--- config.mk ---
export PLATFORM = sky130hd
export DESIGN_NAME = adder32
export DESIGN_NICKNAME = d
export VERILOG_FILES = /design/src/rtl/adder32_pkg.sv /design/src/rtl/adder32_cla4.sv /design/src/rtl/adder32.sv
export SDC_FILE = /design/constraint.sdc
export NUM_CORES = 1
export LEC_CHECK = 0
export ABC_AREA = 1
export CORE_MARGIN = 5
export CORE_UTILIZATION = 46
export CTS_CLUSTER_SIZE = 16
export DETAILED_ROUTE_END_ITERATION = 6
export GPL_TIMING_DRIVEN = 0
export PLACE_DENSITY = 0.82
export SLEW_MARGIN = 5
export SYNTH_ARGS = -nofsm -noshare
export SYNTH_HDL_FRONTEND = slang
export SYNTH_HIERARCHICAL = 1
export SYNTH_SLANG_ARGS = --single-unit
--- constraint.sdc ---
create_clock -name clk -period 2.95 [get_ports clk]
set_input_delay 0.59 -clock clk [delete_from_list [all_inputs] [get_ports clk]]
set_output_delay 0.59 -clock clk [all_outputs]
set_load 0.02 [all_outputs]
--- src/rtl/adder32_pkg.sv ---
// ---------------------------------------------------------------------------
// adder32_pkg
// Shared constants, types and the second-level carry lookahead helper used by
// the registered 32-bit carry-lookahead adder.
//   ADDER_WIDTH : operand width (32)
//   CLA_BLOCK   : width of one carry-lookahead slice (4)
//   NUM_BLOCKS  : number of slices making up the operand width (8)
// ---------------------------------------------------------------------------
package adder32_pkg;

    localparam int ADDER_WIDTH = 32;
    localparam int CLA_BLOCK   = 4;
    localparam int NUM_BLOCKS  = ADDER_WIDTH / CLA_BLOCK;

    typedef logic [ADDER_WIDTH-1:0] word_t;
    typedef logic [NUM_BLOCKS-1:0]  group_t;
    typedef logic [NUM_BLOCKS:0]    carry_t;

    // Second-level lookahead: every slice carry-in is formed directly from the
    // group generate/propagate terms and the adder carry-in, so no carry has
    // to ripple through a lower slice before it is known.
    //   c[k] = G[k-1] | P[k-1]G[k-2] | ... | P[k-1]..P[0]cin
    function automatic carry_t lookahead_carries(
        input group_t g,
        input group_t p,
        input logic   cin
    );
        carry_t c;
        logic   term;
        c    = '0;
        term = 1'b0;
        c[0] = cin;
        for (int k = 1; k <= NUM_BLOCKS; k++) begin
            c[k] = 1'b0;
            for (int j = 0; j < k; j++) begin
                term = g[j];
                for (int m = j + 1; m < k; m++) begin
                    term = term & p[m];
                end
                c[k] = c[k] | term;
            end
            term = cin;
            for (int m = 0; m < k; m++) begin
                term = term & p[m];
            end
            c[k] = c[k] | term;
        end
        return c;
    endfunction

endpackage

--- src/rtl/adder32_cla4.sv ---
// ---------------------------------------------------------------------------
// cla4
// 4-bit carry-lookahead slice. All internal carries are written out in
// two-level form from the bit generate/propagate terms; the slice also
// reports its group generate/propagate for the second-level lookahead.
// Ports:
//   a, b  [3:0] in  : operand nibbles
//   cin         in  : carry into bit 0 of the slice
//   sum   [3:0] out : sum nibble
//   G           out : slice generates a carry on its own
//   P           out : slice passes cin through to its carry-out
// ---------------------------------------------------------------------------
module cla4
    import adder32_pkg::*;
(
    input  logic [CLA_BLOCK-1:0] a,
    input  logic [CLA_BLOCK-1:0] b,
    input  logic                 cin,
    output logic [CLA_BLOCK-1:0] sum,
    output logic                 G,
    output logic                 P
);

    logic [CLA_BLOCK-1:0] gen_s;
    logic [CLA_BLOCK-1:0] prop_s;
    logic [CLA_BLOCK-1:0] carry_s;

    // Bit generate/propagate, lookahead carries, sum and group terms.
    always_comb begin
        gen_s      = a & b;
        prop_s     = a ^ b;

        carry_s[0] = cin;
        carry_s[1] = gen_s[0] | (prop_s[0] & cin);
        carry_s[2] = gen_s[1] | (prop_s[1] & gen_s[0])
                   | (prop_s[1] & prop_s[0] & cin);
        carry_s[3] = gen_s[2] | (prop_s[2] & gen_s[1])
                   | (prop_s[2] & prop_s[1] & gen_s[0])
                   | (prop_s[2] & prop_s[1] & prop_s[0] & cin);

        sum        = prop_s ^ carry_s;

        G          = gen_s[3] | (prop_s[3] & gen_s[2])
                   | (prop_s[3] & prop_s[2] & gen_s[1])
                   | (prop_s[3] & prop_s[2] & prop_s[1] & gen_s[0]);
        P          = &prop_s;
    end

endmodule

--- src/rtl/adder32.sv ---
// ---------------------------------------------------------------------------
// adder32
// Registered 32-bit unsigned adder, one-cycle latency, one add per clock.
// Eight cla4 slices are joined by a second-level carry lookahead; the 33-bit
// result is captured in an output register with synchronous active-low reset.
// Ports (positional order kept for existing instantiations):
//   s     [31:0] out : registered sum bits
//   co           out : registered carry-out (sum bit 32)
//   a     [31:0] in  : unsigned operand A
//   b     [31:0] in  : unsigned operand B
//   ci           in  : carry-in
//   clk          in  : clock, rising edge active
//   rst_n        in  : synchronous reset, active low
// ---------------------------------------------------------------------------
module adder32
    import adder32_pkg::*;
(
    output logic [ADDER_WIDTH-1:0] s,
    output logic                   co,
    input  logic [ADDER_WIDTH-1:0] a,
    input  logic [ADDER_WIDTH-1:0] b,
    input  logic                   ci,
    input  logic                   clk,
    input  logic                   rst_n
);

    group_t g_s;
    group_t p_s;
    carry_t carry_s;
    word_t  sum_s;
    word_t  s_r;
    logic   co_r;

    // Slice carries come from the lookahead, never from a neighbouring slice.
    always_comb begin
        carry_s = lookahead_carries(g_s, p_s, ci);
    end

    for (genvar i = 0; i < NUM_BLOCKS; i++) begin : g_slice
        cla4 u_cla4 (
            .a   (a[i*CLA_BLOCK +: CLA_BLOCK]),
            .b   (b[i*CLA_BLOCK +: CLA_BLOCK]),
            .cin (carry_s[i]),
            .sum (sum_s[i*CLA_BLOCK +: CLA_BLOCK]),
            .G   (g_s[i]),
            .P   (p_s[i])
        );
    end

    // Output register; reset ignores the operands so unknown inputs cannot leak in.
    always_ff @(posedge clk) begin
        if (!rst_n) begin
            s_r  <= 32'h0000_0000;
            co_r <= 1'b0;
        end else begin
            s_r  <= sum_s;
            co_r <= carry_s[NUM_BLOCKS];
        end
    end

    assign s  = s_r;
    assign co = co_r;

endmodule

==> metrics.cfg <==
[finish]
drive_above_1_share_pct=13.2
area_delta_synth_final_pct=49.0
num_antenna_cells=0
final_cell_area_mm2=0.00412
finalNetCount=615
final_core_util_pct=70.0

[die]
die-area_mm2=0.00766
coreArea_mm2=0.00589
start_util_pct=47.0
rows=28
die_y_um=87.5
die_w_um=87.5
ios=100

[place]
gp_congestion=0.811
dp_hpwl_um=5340
post_dp_cell_area_mm2=0.00384
portBuffers=98

[worst_setup_path]
cp_num_buf_inv=3
critPathKind=in -> reg
critPathRequiredTime_ns=3.14
startpoint_type=primary input
worst-path-max-fanout=4
cp.arrival_ns=3.01
path_delay_family=simple AND/OR/NAND/NOR gates
endpoint_kind=flip-flop
cpPeakStageDelay_ns=0.46
critPathLaunch=b[9]
path_cells=clkdlybuf4s50_1 > ha_4 > nand2_2 > nor2_4 > nor2_4 > o21bai_1 > or2_1 > nand3_2 > nand3_4 > nand2_2 > nand2_4 > inv_1 > fa_1 > xnor2_2 > nand2_1 > inv_1
critPathSlowestCell=clkdlybuf4s50_1

[pwr]
p_per_area_mw_per_mm2=410
power_mw=1.69
p_leak_nw=2.21
irDropWorstVdd_uv=217

[synthesis]
ys_ff_latch=33
synthMuxAreaShare_pct=0
syn_avg_cell_area_um2=7.13
synth_top_cell_by_area=dfxtp_1
syn_nets=503
synthArstFlopShare_pct=0
yosysMostFrequentCell=inv_1
synth_top_area_share_pct=23.9
synth_cells=388
synth_compound_area_share_pct=3.62
synth_area_mm2=0.00277
synth_cell_types=23
synthTopCellsByCount=104 x inv_1, 87 x nand2_1, 40 x ha_1
yosys_warnings=6
synth_edf_count=0
synth_seq_area_share_pct=23.9
synth_xor_area_share_pct=5.07
ys.flop_type=dfxtp_1
synth-simple-area-share_pct=28.7
netlist_top_cells_area=dfxtp_1 24%, ha_1 18%, inv_1 14%, nand2_1 12%, fa_1 5.8%
synth_top_family_by_area=simple AND/OR/NAND/NOR gates
synth_fa_ha_area_share_pct=23.9

[sta]
tightest_slew_ns=0.258
post-route-min-period_ns=2.82
fmax_mhz=355
post-route-period-util_pct=95.5
slew-limit-headroom_pct=82.8
hold_viol=0
finalMaxSlewViolations=0
setup_tns_ns=0
setup_viol=0

[run_status]
outcome=complete, no violations

[drt]
drc=0
dr.first_iter.drc_count=53
routed_via_density=4.54
wl_per_cell_um=11.4
num_vias=2615
finalWirelength_um=6580
drt_pre_antenna_iters=4
antenna_left=0

[global_routing]
grtUsageMet1_pct=18.7
grt_pass1_vias=2454
grtUsageMet3_pct=3.76
grt_pass1_wl_um=10300
track_usage_pct=16.7
busiest_layer=met2
use_met2_pct=31.8
grt-ovfl-total=0
antenna_found_initial=0
grt_max_degree=11

[hold_path]
whs_path_depth=3
worstHoldEndpoint=s[31]
min_from=rst_n
hp-class=in -> reg

[cts]
clk_pin_slew_ns=0.08
cts_root_buf=clkbuf_8
cts.sinks=33
cts_made_buffers=5
tritoncts=built
h-tree-depth=2
cts-root-to-sink-buffers=2

[flow_run]
drv_cap=0

[flip-flops by register name, indices dropped and copies added, names as in the netlist]
| register | count |
|---|---|
| co | 1 |
| s | 32 |
[layout make-up]
type | instances | area, µm²
multi-input cells | 247 | 1800
fillers | 492 | 1770
repair buffers | 105 | 1040
flip-flops and latches | 33 | 661
inverters | 104 | 390
well taps | 75 | 93.8
clock buffers | 7 | 86.3
clock inverters | 1 | 30.0
plain buffers | 4 | 18.8
[cell usage in the layout (no fill, tap or decap), types with 2 or more instances in the layout]
master           count
inv_1              104
clkdlybuf4s50_1     94
nand2_1             86
ha_1                35
dfxtp_1             33
nand3_1             25
nand2_2             19
nor2_2              15
nor2_1               9
xor2_1               8
nand4_1              8
o21bai_1             8
fa_1                 8
xnor2_1              7
buf_4                7
clkbuf_8             6
ha_4                 4
dlymetal6s2s_1       4
buf_2                3
a21oi_2              2
clkbuf_1             2
nor2_4               2
[per-layer routing]
layer / share of wire [%] / up-vias
li1: - / 1373
met2: 53 / 57
met1: 40 / 1183
met4: 0.58 / 0
met5: 0 / -
met3: 5.7 / 2
[cell families after synthesis]
group	after synthesis
AO/OA/AOI/OAI	14
XOR/XNOR	16
adder cells (fa/ha/maj)	48
buffers and inverters	108
flip-flops	33
AND/OR/NAND/NOR	169
[how the worst max path moves through the flow]
| stage | endpoint | slack (ns) | cells past startpoint |
|---|---|---|---|
| detailed placement | s[17] | -0.34 | 14 |
| finish | s[29] | 0.13 | 16 |
| global placement | s[17] | -0.30 | 14 |
| floorplan | s[17] | 0.39 | 15 |
| global route | s[28] | -0.01 | 16 |
| CTS | s[17] | 0.02 | 16 |
[report_power, final]
| part | switching [mW] | total (mW) | internal (mW) |
|---|---|---|---|
| clock network | 0.177 | 0.453 | 0.276 |
| logic | 0.361 | 0.716 | 0.355 |
| registers | 0.0168 | 0.522 | 0.505 |
| total | 0.555 | 1.69 | 1.14 |
[repair_timing]
| item | 4_1_cts | 5_1_grt |
|---|---|---|
| buffers inserted | 0 | 7 |
| pin swaps | 0 | 8 |
| resized for setup | 1 | 20 |
| setup endpoints to repair | 2 | 8 |
| hold endpoints to repair | 0 | 0 |
| hold buffers | 0 | 0 |
[per-stage QoR]
step / setup WS [ns] / instances / hold slack [ns]
5_1_grt: -0.0115 / 576 / 0.638
4_1_cts: 0.0198 / 569 / 0.619
2_1_floorplan: 0.392 / 388 / 0.842
6_report: 0.133 / 576 / 0.610
3_5_place_dp: -0.345 / 561 / 0.917
3_3_place_gp: -0.301 / 561 / 0.905
[tightest hold or removal path, stage by stage]
cell and delay (ns):
clkbuf_1 0.15, nand2_1 0.08, inv_1 0.03
Power figures use the tool's default switching activity.
